**config.mk**
```make
export PLATFORM = sky130hd
export DESIGN_NAME = servant_ecp5_rst_ctrl
export DESIGN_NICKNAME = d
export VERILOG_FILES = /design/src/rtl/servant_ecp5_rst_ctrl.sv
export SDC_FILE = /design/constraint.sdc
export NUM_CORES = 1
export LEC_CHECK = 0
export BUFFER_PORTS_ARGS = -buffer_cell sky130_fd_sc_hd__buf_2
export CORE_MARGIN = 2
export CORE_UTILIZATION = 59
export DETAILED_ROUTE_END_ITERATION = 7
export PLACE_DENSITY = 0.81
export SLEW_MARGIN = 0
export SYNTH_ARGS = -nofsm -noshare
export SYNTH_HDL_FRONTEND = slang
export SYNTH_SLANG_ARGS = --single-unit
```
**constraint.sdc**
```tcl
create_clock -name i_clk -period 2.6 [get_ports i_clk]
set_input_delay 0.13 -clock i_clk [delete_from_list [all_inputs] [get_ports i_clk]]
set_output_delay 0.13 -clock i_clk [all_outputs]
set_load 0.01 [all_outputs]
```
**src/rtl/servant_ecp5_rst_ctrl.sv**
```systemverilog
// servant_ecp5_rst_ctrl
// Board-level reset controller feeding servant_ecp5_clock_gen i_rst.
// Synchronises and debounces the raw push-button, synchronises the PLL lock
// flag, and sequences a clean active-high reset: HOLD -> WAIT_LOCK -> RUN.
// Re-enters HOLD on a debounced button press or on loss of PLL lock.
//
// Optional feature macro: SERVANT_RST_CTRL_COUNT_EN
//   When defined, adds o_rst_count, a saturating count of RUN->HOLD exits
//   caused by a button press.
//
// Ports
//   i_clk        in   1  board oscillator clock
//   i_rst_n      in   1  asynchronous active-low reset
//   i_btn_n      in   1  raw button, asynchronous, 0 = pressed
//   i_pll_lock   in   1  PLL lock flag, asynchronous, 1 = locked
//   o_rst        out  1  registered active-high reset to clock_gen
//   o_btn_clean  out  1  debounced button level, 0 = pressed
//   o_state      out  2  current state: 0 HOLD, 1 WAIT_LOCK, 2 RUN
//   o_rst_count  out  8  (macro only) button-caused RUN->HOLD count
//
// state      | meaning
// -----------+-------------------------------------------------------------
// HOLD       | reset asserted, counting released-button cycles to minimum
// WAIT_LOCK  | minimum width done, reset still asserted until PLL locks
// RUN        | reset released; leaves on button press or lock loss

module servant_ecp5_rst_ctrl #(
    parameter int DEBOUNCE_CYCLES = 250000,
    parameter int RST_HOLD_CYCLES = 16
) (
    input  logic       i_clk,
    input  logic       i_rst_n,
    input  logic       i_btn_n,
    input  logic       i_pll_lock,
    output logic       o_rst,
    output logic       o_btn_clean,
`ifdef SERVANT_RST_CTRL_COUNT_EN
    output logic [1:0] o_state,
    output logic [7:0] o_rst_count
`else
    output logic [1:0] o_state
`endif
);

    localparam int DW = $clog2(DEBOUNCE_CYCLES + 1);
    localparam int HW = $clog2(RST_HOLD_CYCLES + 1);
    localparam logic [DW-1:0] DEB_LAST  = DW'(DEBOUNCE_CYCLES - 1);
    localparam logic [HW-1:0] HOLD_LAST = HW'(RST_HOLD_CYCLES - 1);

    typedef enum logic [1:0] {
        ST_HOLD      = 2'd0,
        ST_WAIT_LOCK = 2'd1,
        ST_RUN       = 2'd2
    } state_t;

    logic          btn_m, btn_s;
    logic          lock_m, lock_s;
    logic [DW-1:0] cnt;
    logic [HW-1:0] hcnt, hcnt_nxt;
    state_t        state, state_nxt;

    // Button synchroniser idles released (1), lock synchroniser idles unlocked (0).
    always_ff @(posedge i_clk or negedge i_rst_n) begin
        if (!i_rst_n) begin
            btn_m  <= 1'b1;
            btn_s  <= 1'b1;
            lock_m <= 1'b0;
            lock_s <= 1'b0;
        end else begin
            btn_m  <= i_btn_n;
            btn_s  <= btn_m;
            lock_m <= i_pll_lock;
            lock_s <= lock_m;
        end
    end

    // The counter only runs while the synchronised level disagrees with the
    // clean level, so any agreeing sample restarts the stability window.
    always_ff @(posedge i_clk or negedge i_rst_n) begin
        if (!i_rst_n) begin
            cnt         <= '0;
            o_btn_clean <= 1'b1;
        end else if (btn_s == o_btn_clean) begin
            cnt <= '0;
        end else if (cnt == DEB_LAST) begin
            cnt         <= '0;
            o_btn_clean <= btn_s;
        end else begin
            cnt <= cnt + DW'(1);
        end
    end

    always_comb begin
        state_nxt = state;
        hcnt_nxt  = hcnt;
        case (state)
            ST_HOLD: begin
                if (!o_btn_clean) begin
                    hcnt_nxt = '0;
                end else if (hcnt == HOLD_LAST) begin
                    state_nxt = ST_WAIT_LOCK;
                    hcnt_nxt  = '0;
                end else begin
                    hcnt_nxt = hcnt + HW'(1);
                end
            end
            ST_WAIT_LOCK: begin
                if (!o_btn_clean) begin
                    state_nxt = ST_HOLD;
                    hcnt_nxt  = '0;
                end else if (lock_s) begin
                    state_nxt = ST_RUN;
                end
            end
            ST_RUN: begin
                if (!o_btn_clean || !lock_s) begin
                    state_nxt = ST_HOLD;
                    hcnt_nxt  = '0;
                end
            end
            default: begin
                state_nxt = ST_HOLD;
                hcnt_nxt  = '0;
            end
        endcase
    end

    // o_rst is registered from next_state so it changes on the same edge as
    // the state register, with no combinational path to the output.
    always_ff @(posedge i_clk or negedge i_rst_n) begin
        if (!i_rst_n) begin
            state <= ST_HOLD;
            hcnt  <= '0;
            o_rst <= 1'b1;
        end else begin
            state <= state_nxt;
            hcnt  <= hcnt_nxt;
            o_rst <= (state_nxt != ST_RUN);
        end
    end

    assign o_state = state;

`ifdef SERVANT_RST_CTRL_COUNT_EN
    // A simultaneous press and lock loss is attributed to the press.
    logic press_exit;
    assign press_exit = (state == ST_RUN) && (state_nxt == ST_HOLD) && !o_btn_clean;

    always_ff @(posedge i_clk or negedge i_rst_n) begin
        if (!i_rst_n) begin
            o_rst_count <= 8'd0;
        end else if (press_exit && (o_rst_count != 8'hFF)) begin
            o_rst_count <= o_rst_count + 8'd1;
        end
    end
`endif

endmodule
```
### Word level (Yosys, flattened, before mapping)

Cells that the tools add are included.

| word-level totals | value |
|---|---|
| logic and storage cells | 39 |
| bits of input ports | 4 |
| output and inout port bits | 4 |
| bits in registers | 31 |

| cells by class | value |
|---|---|
| equality and inequality tests | 8 |
| reductions and logical operators | 6 |
| muxes and demuxes | 13 |
| bitwise operators | 1 |
| $add $sub $neg | 2 |

Operators by type and width:

| operator | number |
|---|---|
| 18-bit two-way mux | 2 |
| 5-bit two-way mux | 4 |
| 18-bit by 1-bit adder with 18-bit output, second input constant | 1 |
| 18-bit == test, second input constant | 1 |
| 5-bit case mux with 3 select lines | 1 |
| 2-bit two-way mux | 5 |
| 2-bit inequality test, second input constant | 3 |
| 2-bit case mux with 3 select lines | 1 |
| 5-bit by 1-bit adder with 5-bit output, second input constant | 1 |
| 5-bit by 4-bit == test with 1-bit output, second input constant | 1 |
| 2-bit AND reduction | 2 |
| 2-bit by 1-bit == test with 1-bit output, second input constant | 1 |
| 2-bit == test, second input constant | 1 |
| 1-bit logical NOT | 2 |
| 2-bit logical NOT | 1 |
| 1-bit == test | 1 |
| 1-bit logical OR | 1 |
| 1-bit inverter | 1 |

### Depth between registers and ports, before layout

| depth | value |
|---|---|
| word-level depth | 5 |
| gate-level depth with buffers | 5 |
| gate-level depth less buffers | 5 |

### Worst setup path after synthesis

Ideal clock, no wire load.

| path | value |
|---|---|
| path type | reg-to-reg |
| start | register cnt[0] |
| end | register cnt[10] |
| stages on the path, launching flop included | 6 |
| buffers on the path | 1 |
| library setup time | 0.121 ns |
| data required time | 2.479 ns |
| arrival | 1.693 ns |
| clock period less this slack | 1.814 ns |
| setup slack | 0.786 ns |
| path through | dfrtp_1 > ha_1 > nand3_1 > o41ai_4 > buf_2 > nor2_1 |

| on the way | value |
|---|---|
| word-level cells in the longest chain between the ends | 3 |
| elaborated cells between the ends (all ways) | 4 |
| those cells by class | add/sub (1); eq/ne (1); mux (2) |

Ends and longest elaborated chain:

| item | RTL line | text |
|---|---|---|
| start, declared | 58 | `logic [DW-1:0] cnt;` |
| start signal, assigned | 89 | `cnt <= cnt + DW'(1);` |
| 18-bit by 1-bit adder with 18-bit output or 18-bit == test (tied branches) | 89, 85 |  |
| 18-bit two-way mux (*) | 85 | `end else if (cnt == DEB_LAST) begin` |
| 18-bit two-way mux (*) | 83 | `end else if (btn_s == o_btn_clean) begin` |

Every way passes the cells marked *; elsewhere a longest branch is shown, timed or not.
A chain may end at the register's enable or synchronous reset.

### Final worst setup path

| path | value |
|---|---|
| start | register cnt[0] |
| end | register cnt[11] |

Same word-level chain as after synthesis.

==> impl_metrics.toml <==
[routing]
routed.top_layer = "met4"
met2_length_mm = 1.127
vias = 1021
wire_per_inst_um = 13.27
dr_wl_met3_um = 106
totalWireLength_mm = 2.468
drt-met1-wl_mm = 1.184
drtAntennaViolNets = 0
drc = 0
first_iter_violations = 16
avgViaCountPerCell = 5.489
firstDrtPassIters = 4

[logic_synthesis]
syn_avg_cell_area_um2 = 10.55
synth_compound_area_share_pct = 6.271
post_synth_and_or_nand_nor_area_fraction_pct = 25.26
synth_xor_area_share_pct = 10.22
synth_fp_nets = 144
netlist_area_mm2 = 0.001456
synth_fa_ha_area_share_pct = 1.718
synthCells = 138
ys_seq_area_share_pct = 53.61
yosysWarnings = 0
synth_mux_area_share_pct = 0.7732
ys_types = 29
ys_ff_latch = 31
synth_top_family_by_area = "simple AND/OR/NAND/NOR gates"

[setup_path]
cpPeakStageDelay_ps = 660
worst-path-stages = 5
rr_endpoint = "cnt[11]"
startpoint_type = "flop"
worstPathMaxFanout = 10
worstPathArrival_ps = 2260
r2r_slack_ps = 560
rr_startpoint = "cnt[0]"
worst-setup-path-type = "reg2reg"
critPathTopFamily = "compound AO/OA/AOI/OAI gates"
required_ps = 2820
cp_slowest_cell = "o41ai_4"
reg2regPathDepth = 5
path_cells = "ha_1 -> nand3_1 -> o41ai_4 -> buf_4 -> nor2_1"
end_kind = "flop"
crit_buf_inv = 1

[sta]
whs_ps = 343.5
fin_crit_ps = 2042
min_period_over_period_pct = 78.54
hold_viol_final = 0
slew_violations = 0
worst_slew_pin_slew_ps = 649.8
fin_skew_ps = 14.11
maxSlewHeadroom_pct = 56.68
rsz0062_at_grt = "no"
finalSetupViolCount = 0
fmax_mhz = 489.7
finalSetupTns_ps = 0

[global_routing]
grt_pass1_wl_mm = 4.236
gr-total-overflow = 0
track_usage_pct = 21.40
grt_pass1_vias = 1004
grt_max_degree = 32
antenna_found_initial = 0

[power]
vdd_drop_max_mv = 0.3776
p_leak_nw = 0.6997
pwr_density_cell_mw_per_mm2 = 486.7

[clock_network]
clk_pin_slew_worst_paths_ps = 100
clock_latency_ps = 330
htree_levels = 2
root_buffer = "clkbuf_4"
post_cts_buffers = 0
cts.sinks = 31
ctsHoldBuffers = 3
ctsResizeCount = 0
cts_tree = "yes"
cts_max_path_buffers = 2
cts_made_buffers = 5

[status]
outcome = "finished, final reports clean"

[placed_design]
io_buffer_count = 7
dp_hpwl_mm = 1.728
gp_congestion = 0.8617

[die]
core_area_mm2 = 0.002410
dieArea_mm2 = 0.002882
die_height_um = 53.69
start_util_pct = 60.44
die_w_um = 53.69
rows = 18
io_pins = 8

[job]
maxCapViolations = 0

[layout]
syn_to_final_growth_pct = 10.65
finalNetCount = 161
fill_cells = 174
diodes = 0
mostFrequentLayoutCells = "dfrtp_1 (27), nor2_1 (23), xnor2_1 (13)"
drive_gt1_share_pct = 16.03
final_common_cell = "dfrtp_1"

[worst_hold_path]
min_path_type = "in2async"
-- synth_stat cells, drive strengths merged --
library cell	instances	area [um2]
ha	2	25.02
xor2	4	35.03
nand3	8	40.04
and4bb	1	12.51
or4	1	11.26
nor3b	2	15.01
nand2b	1	6.260
o41ai	1	27.53
nand4	6	67.56
a21boi	1	7.510
o21ai	6	30.03
or3b	1	8.760
nand3b	1	7.510
nor2	23	86.33
a21oi	3	18.77
nor4	5	31.28
nand2	10	37.54
or3	2	12.51
mux2	1	11.26
dfrtp	27	675.7
o211ai	1	7.510
dfstp	4	105.1
nor3	5	25.02
nor2b	1	6.260
inv	7	26.28
xnor2	13	113.9
buf	1	5.000
-- area by class of cell --
| cell class | count | area, um2 | share of cell area, % |
|---|---|---|---|
| clock buffers | 7 | 45.04 | 2.795 |
| repair buffers | 11 | 72.57 | 4.503 |
| clock inverters | 1 | 5.005 | 0.3106 |
| well taps | 30 | 37.54 | 2.329 |
| inverters | 7 | 26.28 | 1.630 |
| flip-flops and latches | 31 | 780.7 | 48.45 |
| multi-input cells | 99 | 644.4 | 39.98 |
-- worst reg2reg max path: cells and delay by family, from the launching register on --
kind                       cells  cell delay [ps]
AOI/OAI and AO/OA              1              660
adders and majority gates      1              200
buffers and inverters          1              270
DFF                            1              400
and+or+nand+nor                2              400
-- logic make-up (layout without fill, tap and decap cells) --
group,count (synthesis),in the layout
and+or+nand+nor,67,67
DFF,31,31
xor gates and xnor gates,17,17
AOI/OAI and AO/OA,12,12
buffers and inverters,8,26
adders and majority gates,2,2
muxes,1,1
-- registers in the layout, indices dropped and copies added, names as in the netlist --
| signal | flops |
|---|---|
| lock_m | 1 |
| o_btn_clean | 1 |
| o_state | 2 |
| cnt | 18 |
| o_rst | 1 |
| hcnt | 5 |
| lock_s | 1 |
| btn_m | 1 |
| btn_s | 1 |
-- power by group --
group / total (mW) / switching, mW / internal [mW]
clock network: 0.261 / 0.156 / 0.105
registers: 0.495 / 0.00520 / 0.490
logic: 0.0283 / 0.0175 / 0.0108
total: 0.784 / 0.178 / 0.606
-- how the worst max path moves through the flow --
stage | from | slack, ps | end
2_1_floorplan | cnt[0] | 790 | cnt[10]
3_3_place_gp | cnt[0] | 690 | cnt[13]
3_5_place_dp | cnt[0] | 600 | cnt[11]
4_1_cts | cnt[0] | 570 | cnt[11]
5_1_grt | cnt[0] | 430 | cnt[14]
6_report | cnt[0] | 560 | cnt[11]
-- per-stage QoR --
stage	utilization [%]	instance area (um2)	instances	worst slack, ps	total power, mW
2_1_floorplan	-	1456	138	786.0	0.5154
3_3_place_gp	63.55	1531	175	688.6	0.5287
3_5_place_dp	63.55	1531	175	597.4	0.5306
4_1_cts	66.87	1612	186	567.3	0.7956
5_1_grt	66.87	1612	186	433.5	0.8248
6_report	66.87	1612	186	558.1	0.7843
-- layer usage --
layer | track usage, % | vias up
met5 | 0 | -
met2 | 32.32 | 17
met1 | 27.19 | 491
met3 | 8.333 | 7
li1 | - | 506
met4 | 9.402 | 0
No activity file was read; power rests on OpenSTA's default activity.
